<file path="config.mk">
export PLATFORM = sky130hd
export DESIGN_NAME = sata_cmd_sequencer
export DESIGN_NICKNAME = d
export VERILOG_FILES = /design/src/rtl/sata_cmd_sequencer.sv
export SDC_FILE = /design/constraint.sdc
export NUM_CORES = 1
export LEC_CHECK = 0
export ABC_CLOCK_PERIOD_IN_PS = 9350
export CAP_MARGIN = 5
export CORE_MARGIN = 10
export CORE_UTILIZATION = 43
export DETAILED_ROUTE_END_ITERATION = 6
export DONT_BUFFER_PORTS = 1
export RECOVER_POWER = 25
export SYNTH_ARGS = -nofsm -noshare
export SYNTH_HDL_FRONTEND = slang
export SYNTH_SLANG_ARGS = --single-unit
</file>
<file path="constraint.sdc">
create_clock -name clk -period 9.35 [get_ports clk]
set_input_delay 1.87 -clock clk [delete_from_list [all_inputs] [get_ports clk]]
set_output_delay 1.87 -clock clk [all_outputs]
set_load 0.1 [all_outputs]
</file>
<file path="src/rtl/sata_cmd_sequencer.sv">
`default_nettype none
// sata_cmd_sequencer: splits a user (direction, LBA, count) request into sata_stack commands of at
// most MAX_SECTORS sectors. Define SATA_SEQ_RETRY_EN for one retry per chunk and a retry_stb output.
module sata_cmd_sequencer #(
    parameter int unsigned MAX_SECTORS     = 256,
    parameter int unsigned TIMEOUT_CYCLES  = 1000000,
    parameter int unsigned CL_RESET_CYCLES = 4
) (
    input  logic        clk,
    input  logic        rst,
    input  logic        req_stb,
    output logic        req_ready,
    input  logic        req_write,
    input  logic [47:0] req_lba,
    input  logic [31:0] req_count,
    output logic        busy,
    output logic        done_stb,
    output logic        error_stb,
    output logic [2:0]  error_code,
    output logic [7:0]  error_status,
    output logic [47:0] error_lba,
`ifdef SATA_SEQ_RETRY_EN
    output logic        retry_stb,
`endif
    input  logic        linkup,
    input  logic        sata_ready,
    input  logic        sata_busy,
    input  logic        d2h_reg_stb,
    input  logic [7:0]  d2h_status,
    input  logic [7:0]  d2h_error,
    output logic        write_data_stb,
    output logic        read_data_stb,
    output logic [15:0] sector_count,
    output logic [47:0] sector_address,
    output logic        command_layer_reset
);

    typedef enum logic [2:0] {
        S_IDLE       = 3'd0,
        S_ISSUE      = 3'd1,
        S_WAIT_START = 3'd2,
        S_WAIT_DONE  = 3'd3,
        S_CHECK      = 3'd4,
        S_CL_RESET   = 3'd5,
        S_FAIL       = 3'd6
    } state_t;

    state_t      state;
    logic [31:0] remaining;
    logic [31:0] timer;
    logic [47:0] cur_lba;
    logic [7:0]  lat_status;
    logic [7:0]  lat_error;
    logic        is_write;
`ifdef SATA_SEQ_RETRY_EN
    logic        retried;
    logic        retry_pending;
`endif

    logic [15:0] chunk;
    logic [48:0] req_end;
    logic        range_err;
    logic        timed_out;
    logic        advance;
    logic [2:0]  timeout_code;

    assign chunk        = (remaining > 32'(MAX_SECTORS)) ? 16'(MAX_SECTORS) : remaining[15:0];
    assign req_end      = {1'b0, req_lba} + {17'd0, req_count};
    assign range_err    = req_end > 49'h1_0000_0000_0000;
    assign req_ready    = !rst && linkup && (state == S_IDLE);
    assign timed_out    = timer >= (TIMEOUT_CYCLES - 32'd1);
    assign timeout_code = (state == S_WAIT_DONE) ? 3'd3 : 3'd2;

    // Condition that lets each wait state move on.
    always_comb begin
        advance = 1'b0;
        case (state)
            S_ISSUE:      advance = sata_ready && !sata_busy;
            S_WAIT_START: advance = sata_busy;
            S_WAIT_DONE:  advance = !sata_busy;
            default:      advance = 1'b0;
        endcase
    end

    always_ff @(posedge clk or posedge rst) begin
        if (rst) begin
            state               <= S_IDLE;
            busy                <= 1'b0;
            done_stb            <= 1'b0;
            error_stb           <= 1'b0;
            error_code          <= 3'd0;
            error_status        <= 8'd0;
            error_lba           <= 48'd0;
            write_data_stb      <= 1'b0;
            read_data_stb       <= 1'b0;
            sector_count        <= 16'd0;
            sector_address      <= 48'd0;
            command_layer_reset <= 1'b0;
            remaining           <= 32'd0;
            timer               <= 32'd0;
            cur_lba             <= 48'd0;
            lat_status          <= 8'd0;
            lat_error           <= 8'd0;
            is_write            <= 1'b0;
`ifdef SATA_SEQ_RETRY_EN
            retry_stb           <= 1'b0;
            retried             <= 1'b0;
            retry_pending       <= 1'b0;
`endif
        end else begin
            done_stb       <= 1'b0;
            error_stb      <= 1'b0;
            write_data_stb <= 1'b0;
            read_data_stb  <= 1'b0;
`ifdef SATA_SEQ_RETRY_EN
            retry_stb      <= 1'b0;
`endif
            case (state)
                S_IDLE: begin
                    if (req_stb && linkup) begin
                        error_code   <= 3'd0;
                        error_status <= 8'd0;
                        is_write     <= req_write;
                        cur_lba      <= req_lba;
                        remaining    <= req_count;
                        timer        <= 32'd0;
`ifdef SATA_SEQ_RETRY_EN
                        retried      <= 1'b0;
`endif
                        if (req_count == 32'd0) begin
                            done_stb <= 1'b1;
                        end else if (range_err) begin
                            error_code <= 3'd5;
                            error_lba  <= req_lba;
                            error_stb  <= 1'b1;
                        end else begin
                            busy  <= 1'b1;
                            state <= S_ISSUE;
                        end
                    end
                end

                S_ISSUE, S_WAIT_START, S_WAIT_DONE: begin
                    if ((state == S_WAIT_DONE) && d2h_reg_stb) begin
                        lat_status <= d2h_status;
                        lat_error  <= d2h_error;
                    end
                    if (!linkup) begin
                        error_code          <= 3'd1;
                        command_layer_reset <= 1'b1;
                        timer               <= 32'd0;
                        state               <= S_CL_RESET;
`ifdef SATA_SEQ_RETRY_EN
                        retry_pending       <= 1'b0;
`endif
                    end else if (advance) begin
                        timer <= 32'd0;
                        case (state)
                            S_ISSUE: begin
                                sector_count   <= chunk;
                                sector_address <= cur_lba;
                                write_data_stb <= is_write;
                                read_data_stb  <= !is_write;
                                lat_status     <= 8'd0;
                                lat_error      <= 8'd0;
                                state          <= S_WAIT_START;
                            end
                            S_WAIT_START: state <= S_WAIT_DONE;
                            default:      state <= S_CHECK;
                        endcase
                    end else if (timed_out) begin
                        command_layer_reset <= 1'b1;
                        timer               <= 32'd0;
                        state               <= S_CL_RESET;
`ifdef SATA_SEQ_RETRY_EN
                        if (!retried) begin
                            retried       <= 1'b1;
                            retry_pending <= 1'b1;
                            retry_stb     <= 1'b1;
                        end else begin
                            retry_pending <= 1'b0;
                            error_code    <= timeout_code;
                        end
`else
                        error_code <= timeout_code;
`endif
                    end else begin
                        timer <= timer + 32'd1;
                    end
                end

                S_CHECK: begin
                    if (!linkup) begin
                        error_code          <= 3'd1;
                        command_layer_reset <= 1'b1;
                        timer               <= 32'd0;
                        state               <= S_CL_RESET;
`ifdef SATA_SEQ_RETRY_EN
                        retry_pending       <= 1'b0;
`endif
                    end else if (lat_status[0] || (lat_error != 8'd0)) begin
`ifdef SATA_SEQ_RETRY_EN
                        if (!retried) begin
                            retried   <= 1'b1;
                            retry_stb <= 1'b1;
                            timer     <= 32'd0;
                            state     <= S_ISSUE;
                        end else begin
                            error_code   <= 3'd4;
                            error_status <= lat_status;
                            state        <= S_FAIL;
                        end
`else
                        error_code   <= 3'd4;
                        error_status <= lat_status;
                        state        <= S_FAIL;
`endif
                    end else begin
                        remaining <= remaining - 32'(chunk);
                        cur_lba   <= cur_lba + 48'(chunk);
                        timer     <= 32'd0;
`ifdef SATA_SEQ_RETRY_EN
                        retried   <= 1'b0;
`endif
                        if (remaining == 32'(chunk)) begin
                            done_stb <= 1'b1;
                            busy     <= 1'b0;
                            state    <= S_IDLE;
                        end else begin
                            state <= S_ISSUE;
                        end
                    end
                end

                S_CL_RESET: begin
                    if (timer >= (CL_RESET_CYCLES - 32'd1)) begin
                        command_layer_reset <= 1'b0;
                        timer               <= 32'd0;
`ifdef SATA_SEQ_RETRY_EN
                        state               <= retry_pending ? S_ISSUE : S_FAIL;
                        retry_pending       <= 1'b0;
`else
                        state               <= S_FAIL;
`endif
                    end else begin
                        timer <= timer + 32'd1;
                    end
                end

                S_FAIL: begin
                    error_stb <= 1'b1;
                    error_lba <= cur_lba;
                    busy      <= 1'b0;
                    state     <= S_IDLE;
                end

                default: state <= S_IDLE;
            endcase
        end
    end

endmodule
`default_nettype wire

</file>
Word level (Yosys, flattened, before mapping). Index checks and enable logic that the tools add are counted. Widths: inputs -> output; s select.

Output and inout bits: 130. Logic and storage cells: 164. Register bits after elaboration: 261.

Equal/unequal tests: 22. Reductions and logical operators: 29. Add/sub/neg operators: 4. Mux-type cells: 87. $lt $le $gt $ge: 4.

Operators by type and width (count): $mux 32 (10); $mux 48 (6); $pmux 48 s2 (2); $pmux 32 s4 (1); $mux 8 (11); $pmux 32 s2 (1); $mux 3 (17); $add 48x32->49 (1); $gt 49x49->1 const B (1); $add 48x16->48 (1); $add 32x1->32 const B (1); $eq 32x16->1 (1); $ge 32x2->1 const B (1); $ge 32x20->1 const B (1); $gt 32x9->1 const B (1); $logic_not 32->1 (1); $sub 32x16->32 (1); $mux 1 (29); $ne 2x2->1 const B (9); $mux 16 (1); $pmux 8 s2 (1); $reduce_and 4->1 (4); $reduce_and 5->1 (3); $ne 3x3->1 const B (4); other kinds (22) (37).

Depth between registers and ports, before layout. Gate-level depths: netlist of the first run.

Word-level depth: 7. Mapped depth: 22. Gate-level depth less buffers: 20.

Worst setup path before layout of the first run. OpenSTA, ideal clock, no wires.

Path type: input -> output. From: input port linkup. To: output port req_ready. Data required time: 7.480 ns. Setup slack: 3.301 ns. Data arrival time: 4.179 ns. Stages on the path: 3. Cells stage by stage: inv_1 clkbuf_1 nor3_1.

Longest elaborated chain between the ends: 2.

Ends and longest elaborated chain: from (decl) (RTL line 25) `input logic linkup,`; $logic_and 1x1->1 (2 in series) (RTL line 70) `assign req_ready = !rst && linkup && (state == S_IDLE);`; to (decl) (RTL line 12) `output logic req_ready,`.

No other way between the ends.

Worst setup path after layout of the first run.
From: register remaining[16]. To: register cur_lba[23].

Longest elaborated chain between the ends: 6.

Ends and longest elaborated chain: from (decl) (RTL line 49) `logic [31:0] remaining;`; from (signal assigned) (RTL line 125) `remaining <= req_count;`; from (signal assigned) (RTL line 219) `remaining <= remaining - 32'(chunk);`; $gt 32x9->1 (RTL line 67) `assign chunk = (remaining > 32'(MAX_SECTORS)) ? 16'(MAX_SECTORS) : remaining[15:0];`; $mux 16 (RTL line 67); net chunk[1] (RTL line 60) `logic [15:0] chunk;`; $add 48x16->48 (RTL line 220) `cur_lba <= cur_lba + 48'(chunk);`; $mux 48 (RTL line 201) `end else if (lat_status[0] || (lat_error != 8'd0)) begin`; $mux 48 (RTL line 193) `if (!linkup) begin`; $pmux 48 s2 (RTL line 118) `case (state)`; to (signal assigned) (RTL line 124) `cur_lba <= req_lba;`; to (signal assigned) (RTL line 220); to (decl) (RTL line 51) `logic [47:0] cur_lba;`.

The timed path passes the listed nets, and every way through them passes these cells. The select of a mux whose other input is x is not followed. A chain may end at the register's enable or synchronous reset.

==> results.md, run 1 <==
* Outcome: finished, violations left
* Violated checks: capacitance limit, slew limit
* Crit path arrival time at 7.11 ns
* CTS tree: yes
* Die area at 0.0444 mm^2
* Fin. max-slew vios at 191
* ANT cells at 0
* Commonest non-fill, non-tap cells in the layout: nand2_1, dfrtp_1, nor2_1
* Core area at 0.0357 mm^2
* FF-to-FF Start: remaining[16]$_DFFE_PP0P_
* DRT iter0 DRCs at 1,554
* Vias in the first global route at 14,054
* Global route overflow at 0
* # rows at 69
* Synth warnings at 0
* Share of post-route cells with drive strength above 1 at 5.45%
* Leakage at 0.00705 uW
* Remaining DRCs at 0
* DR vias/cell at 6.39
* Max IR drop VDD at 0.000277 V
* I/O pins at 234
* Chip Width at 211 um
* Final hold vios at 0
* Hold_buf cts at 0
* Hold_sp: is_write$_DFFE_PP0P_
* Final cell count without fillers at 2,296
* Max-Cap Viols at 2
* Crit path time final at 6.64 ns
* Antenna Nets Post-Route at 0
* Cell repeated most along the worst path: nor3_1
* Fraction of registers with async set/reset at 100%
* Mapped cell area at 0.0157 mm^2
* Post-synth top flop: dfrtp_1
* Final Cycle Share at 71.0%
* Post-synthesis cell type count at 79
* Drt first pass iters at 5
* Initial antenna violation count at 0
* Largest cells by area after synthesis: dfrtp_1, nand2_1, a21oi_1
* Area grow syn2layout at 8.31%
* CP peak stage delay at 0.71 ns
* Post-synth EDFFs at 0
* Clock transition at path regs at 0.06 ns
* First-pass GRT wire length at 88,900 um
* Fmax achieved at 151 MHz
* Worst hold slack at 0.496 ns
* Worst hold path type: reg -> reg
* Rel. slew slack at -312%
* RSZ-0062 raised after global routing: false
* Setup TNS at 0 ns
* Crit Path Class: reg -> reg
* Placed Area at 0.0160 mm^2
* Largest net degree at the start of global routing at 132
* Register bit total from synthesis at 261
* Clk sinks at 261
* Cell at the slowest stage of the critical path: a2111oi_0
* Starting Density at 43.8%
* Commonest non-fill, non-tap cell in the layout: nand2_1
* Slew @ Worst Pin at 6.15 ns
* Synthesized instance count at 1,866
* WL/cell at 25.2 um
* RePlAce Congestion at 0.978
* Final HPWL DP at 43,400 um
* PD cells at 373 mW/mm^2
* Syn Area/Cell at 8.39 um^2
* Startpoint types: register
* TritonCTS Buffers at 29
* Routed via count at 14,675
* FILL cells at 3,535
* CTS resizes at 0
* Top cell type's share of synthesized area at 41.7%
* Port buffer count at 0
* Data required, critical path at 9.81 ns
* Net count, final at 1,971
* H-tree level count at 1
* Final Cell Area at 0.0170 mm^2
* Total length of routed wires at 58,000 um
* Crit-path cells: nor3_1 > nand2_1 > or3_1 > nor3_1 > buf_4 > and2_1 > nand2_1 > inv_1 > ha_1 > a21o_1 > a21o_1 > a2111oi_0 > o31ai_1 > o31ai_1 > o21ai_0 > a31o_2 > a21oi_1 > nor2_1 > and3_1 > nor3_1
* DP Cell Count at 2,245
* Total power at 6330 uW
* CTS root buf: clkbuf_16
* Total GRT Usage at 25.3%
* Final Skew at 0.0337 ns
* Setup crit start: remaining[16]$_DFFE_PP0P_
* Worst Setup End Kind: register
* Setup violations, final at 0
* Worst-case clock buffer depth at 3
* Die Y at 211 um
* Crit path max fanout at 13
* Post-synthesis sequential area ratio at 41.7%
* Clock Latency Late Sink at 0.58 ns
* Post-CTS Setup Bufs at 0
* Area leader, netlist: dfrtp_1
==> layer usage <==
layer / up-vias / share of wire, % / global-route usage, %
li1: 6727 / - / -
met1: 7143 / 42 / 33.1
met2: 678 / 45 / 39.9
met3: 127 / 9.1 / 6.04
met4: 0 / 4.3 / 9.67
met5: - / 0 / 0
==> through the flow <==
stage	utilization, %	setup slack (ns)
6_report	47.4	2.71
5_1_grt	47.4	1.87
4_1_cts	47.5	2.85
3_5_place_dp	44.8	2.66
3_3_place_gp	44.8	2.74
2_1_floorplan	-	0.296
==> cell usage after synthesis, types with 6 or more instances <==
library cell / number
a21oi_1: 158
nor3_1: 47
a31oi_1: 21
nand3_1: 43
inv_1: 28
buf_2: 13
a211oi_1: 19
a21o_1: 20
mux2i_1: 7
o21a_1: 15
nor2_1: 167
nand4_1: 38
dfrtp_1: 261
and4_1: 8
nand2b_1: 6
and2_1: 13
o221a_1: 32
xor2_1: 30
ha_1: 50
buf_1: 6
o22ai_1: 27
a22o_1: 10
o21ai_0: 135
a22oi_1: 16
clkbuf_1: 81
and3_1: 32
o21ai_1: 9
mux2_2: 11
nand2_1: 334
nor4_1: 35
o31ai_1: 13
or3_1: 41
nor2b_1: 10
o22a_1: 18
or4_1: 11
xnor2_1: 14
a311oi_1: 7
==> cells by family after synthesis <==
group	share of synthesized area (%)
compound gates	22.7
xor+xnor	2.46
simple gates	23.9
mux	1.41
other cells	0.0480
flops	41.7
fa+ha+maj	4.32
buf+inv	3.46
==> report_power, final <==
group	switching, uW	internal, uW
clock network	488	678
logic	1050	625
registers	1980	1510
total	3520	2810
==> path summary, 6_finish.rpt <==
kind / endpoint / slack (ns) / depth (start not counted)
worst min register to register: read_data_stb$_DFF_PP0_ / 0.50 / 1
min in group asynchronous: error_status[0]$_DFFE_PP0P_ / 3.10 / 1
worst max-delay path: cur_lba[23]$_DFFE_PP0P_ / 2.71 / 20
worst max register to register: cur_lba[23]$_DFFE_PP0P_ / 2.71 / 20
max in group asynchronous: cur_lba[32]$_DFFE_PP0P_ / 2.86 / 2
worst min-delay path: read_data_stb$_DFF_PP0_ / 0.50 / 1
==> critical path: cells and delay by family, from the launching register on <==
family / cells / cell delay, ns
AO/OA/AOI/OAI: 8 / 2.90
AND/OR/NAND/NOR: 9 / 2.64
flip-flops: 1 / 0.42
buffers and inverters: 2 / 0.33
adder cells (fa/ha/maj): 1 / 0.22
==> area by class of cell <==
class	instances	area (um^2)	area share, %
Clock buffer	33	781	4.61
Clock inverter	18	180	1.06
Inverter	28	106	0.627
Multi-Input combinational cell	1478	8640	51.0
Sequential cell	261	6530	38.5
Tap cell	461	577	3.40
Timing Repair Buffer	17	139	0.819
==> flip-flops by register name, summed over array words and instances (netlist names), 3 cells and up <==
name and cells:
cur_lba 48, error_lba 48, sector_address 48, remaining 32
timer 32, sector_count 16, error_status 8, lat_error 8
lat_status 8, error_code 3, state 3
(Power assumes the default switching activity.)
==> inputs of run 2 (changes only) <==
--- a/config.mk
+++ b/config.mk
@@ -5,7 +5,7 @@
 export SDC_FILE = /design/constraint.sdc
 export NUM_CORES = 1
 export LEC_CHECK = 0
-export ABC_CLOCK_PERIOD_IN_PS = 9350
+export ABC_CLOCK_PERIOD_IN_PS = 5800
 export CAP_MARGIN = 5
 export CORE_MARGIN = 10
 export CORE_UTILIZATION = 43
==> constraint.sdc (replaced) <==
create_clock -name clk -period 5.8 [get_ports clk]
set_input_delay 1.16 -clock clk [delete_from_list [all_inputs] [get_ports clk]]
set_output_delay 1.16 -clock clk [all_outputs]
set_load 0.1 [all_outputs]
==> run 2 against run 1 <==
  * The flow still finishes with violations (capacitance limit, slew limit)
  * Worst setup slack lost 2.3 ns
  * Combinational power grew 62%
  * Sequential power grew 61%
  * Global-route usage shrank 0.53 points
  * Worst hold slack lost 0.020 ns
  * Critical endpoint is now cur_lba[35]$_DFFE_PP0P_
==> results.md, run 2 (synthesis results as in run 1) <==
* Outcome: finished, violations left (unchanged)
* Violated checks: capacitance limit, slew limit (unchanged)
* Net count, final at 1,997 (was 1,971)
* First-pass GRT wire length at 86,700 um (was 88,900 um)
* H-tree level count at 1 (unchanged)
* Setup TNS at 0 ns (unchanged)
* Setup crit start: remaining[14]$_DFFE_PP0P_ (was remaining[16]$_DFFE_PP0P_)
* Max-Cap Viols at 2 (unchanged)
* Placed Area at 0.0162 mm^2 (was 0.0160 mm^2)
* Die Y at 211 um (unchanged)
* Commonest non-fill, non-tap cell in the layout: nand2_1 (unchanged)
* RSZ-0062 raised after global routing: false (unchanged)
* PD cells at 603 mW/mm^2 (was 373 mW/mm^2)
* Worst Setup End Kind: register (unchanged)
* Rel. slew slack at -155% (was -312%)
* Slew @ Worst Pin at 3.83 ns (was 6.15 ns)
* RePlAce Congestion at 1.00 (was 0.978)
* Routed via count at 14,622 (was 14,675)
* Final HPWL DP at 43,100 um (was 43,400 um)
* Clock transition at path regs at 0.07 ns (was 0.06 ns)
* Share of post-route cells with drive strength above 1 at 6.86% (was 5.45%)
* Fin. max-slew vios at 263 (was 191)
* Starting Density at 43.8% (unchanged)
* Worst Hold Endpoint: read_data_stb$_DFF_PP0_ (unchanged)
* Data required, critical path at 6.28 ns (was 9.81 ns)
* TritonCTS Buffers at 30 (was 29)
* Chip Width at 211 um (unchanged)
* Fin util at 48.4% (was 47.4%)
* Largest net degree at the start of global routing at 152 (was 132)
* Initial antenna violation count at 0 (unchanged)
* Crit path max fanout at 13 (unchanged)
* R2R Path End: cur_lba[35]$_DFFE_PP0P_ (was cur_lba[23]$_DFFE_PP0P_)
* R2R cell count at 21 (was 20)
* Final Skew at 0.0215 ns (was 0.0337 ns)
* Crit path time final at 5.38 ns (was 6.64 ns)
* Hold Path Depth at 1 (unchanged)
* Final Cycle Share at 92.8% (was 71.0%)
* Clk sinks at 261 (unchanged)
* Antenna Nets Post-Route at 0 (unchanged)
* DR vias/cell at 6.29 (was 6.39)
* Core area at 0.0357 mm^2 (unchanged)
* Commonest non-fill, non-tap cells in the layout: nand2_1, dfrtp_1, nor2_1 (unchanged)
* Worst reg2reg setup slack at 0.42 ns (was 2.71 ns)
* CTS root buf: clkbuf_16 (unchanged)
* Drt first pass iters at 5 (unchanged)
* Setup violations, final at 0 (unchanged)
* Crit path arrival time at 5.86 ns (was 7.11 ns)
* ANT cells at 0 (unchanged)
* Worst-case clock buffer depth at 3 (unchanged)
* Total GRT Usage at 24.8% (was 25.3%)
* Fmax achieved at 186 MHz (was 151 MHz)
* Leakage at 0.00725 uW (was 0.00705 uW)
* Biggest regs: cur_lba (48), error_lba (48), sector_address (48) (unchanged)
* Area grow syn2layout at 10.6% (was 8.31%)
* Hold_sp: is_write$_DFFE_PP0P_ (unchanged)
* I/O pins at 234 (unchanged)
* Total length of routed wires at 56,900 um (was 58,000 um)
* Die area at 0.0444 mm^2 (unchanged)
* Vias in the first global route at 13,798 (was 14,054)
* Final hold vios at 0 (unchanged)
* Crit Path Class: reg -> reg (unchanged)
* Global route overflow at 0 (unchanged)
* Remaining DRCs at 0 (unchanged)
* Startpoint types: register (unchanged)
* DRT iter0 DRCs at 1,444 (was 1,554)
* # rows at 69 (unchanged)
* Clock Latency Late Sink at 0.58 ns (about the same)
* Port buffer count at 0 (unchanged)
* Final Cell Area at 0.0173 mm^2 (was 0.0170 mm^2)
* Worst hold path type: reg -> reg (unchanged)
* Max IR drop VDD at 0.000423 V (was 0.000277 V)
* WL/cell at 24.4 um (was 25.2 um)
* CTS tree: yes (unchanged)
* FF-to-FF Start: remaining[14]$_DFFE_PP0P_ (was remaining[16]$_DFFE_PP0P_)
-- run 2: changes by cell type in the layout (fill, tap and decap cells not counted), sizes merged --
cell,before,now
buf,14,40
bufinv,3,5
clkbuf,36,46
clkinv,12,4
clkinvlp,4,2
inv,27,29
-- run 2: worst max-delay path: stages, from the launching register on --
cell	delay (ns)
dfrtp_1	0.42
or3_1	0.45
or4_1	0.50
nor3_1	0.14
buf_4	0.23
and2_1	0.16
nand2_1	0.07
inv_1	0.07
ha_1	0.21
a21o_1	0.18
a21o_1	0.21
a2111oi_1	0.45
buf_4	0.19
o31ai_1	0.10
o31ai_1	0.34
o21ai_0	0.23
a31o_2	0.34
a21o_1	0.24
buf_4	0.19
nand3_1	0.23
nor3_1	0.09
a211oi_1	0.22
-- run 2: layout make-up --
type                       count  area, um^2
fill                        3501       18400
multi-input combinational   1478        8640
tap                          461         577
inverter                      28         106
clock inverter                12         210
timing repair buffer          42         343
clock buffer                  44         903
sequential                   261        6530
-- run 2: worst max-delay path by stage --
stage,endpoint
after detailed placement,error_lba[10]$_DFFE_PP0P_
after floorplan,cur_lba[47]$_DFFE_PP0P_
after CTS,cur_lba[27]$_DFFE_PP0P_
final,cur_lba[35]$_DFFE_PP0P_
after global placement,error_lba[10]$_DFFE_PP0P_
after global routing,cur_lba[35]$_DFFE_PP0P_
-- run 2: through the flow --
step | std cells | worst slack, ns | hold slack, ns | power [uW]
floorplan | 1872 | 0.560 | 0.417 | 7400
global placement | 2270 | 0.272 | 0.470 | 8260
detailed placement | 2270 | 0.209 | 0.472 | 8330
CTS | 2326 | 0.248 | 0.480 | 10500
global route | 2326 | 0.0212 | 0.515 | 11000
finish | 2326 | 0.418 | 0.475 | 10400
-- run 2: per-layer routing --
layer | GRT usage [%] | up-vias | share of wire, %
met3 | 5.99 | 112 | 8.9
met1 | 32.6 | 7075 | 42
li1 | - | 6807 | -
met5 | 0 | - | 0
met4 | 8.67 | 0 | 3.7
met2 | 39.1 | 628 | 45
-- run 2: repair_timing --
action,in CTS,in global routing
resized for setup,0,3
setup buffers,0,0
endpoints found under the setup margin,0,9
hold buffers,0,0
-- run 2: where the power goes --
| group | switching [uW] | leakage [uW] | total, uW | internal [uW] |
|---|---|---|---|---|
| clock network | 812 | 0.000545 | 2110 | 1300 |
| logic | 1690 | 0.00353 | 2730 | 1050 |
| registers | 3160 | 0.00317 | 5590 | 2430 |
| total | 5660 | 0.00725 | 10400 | 4780 |
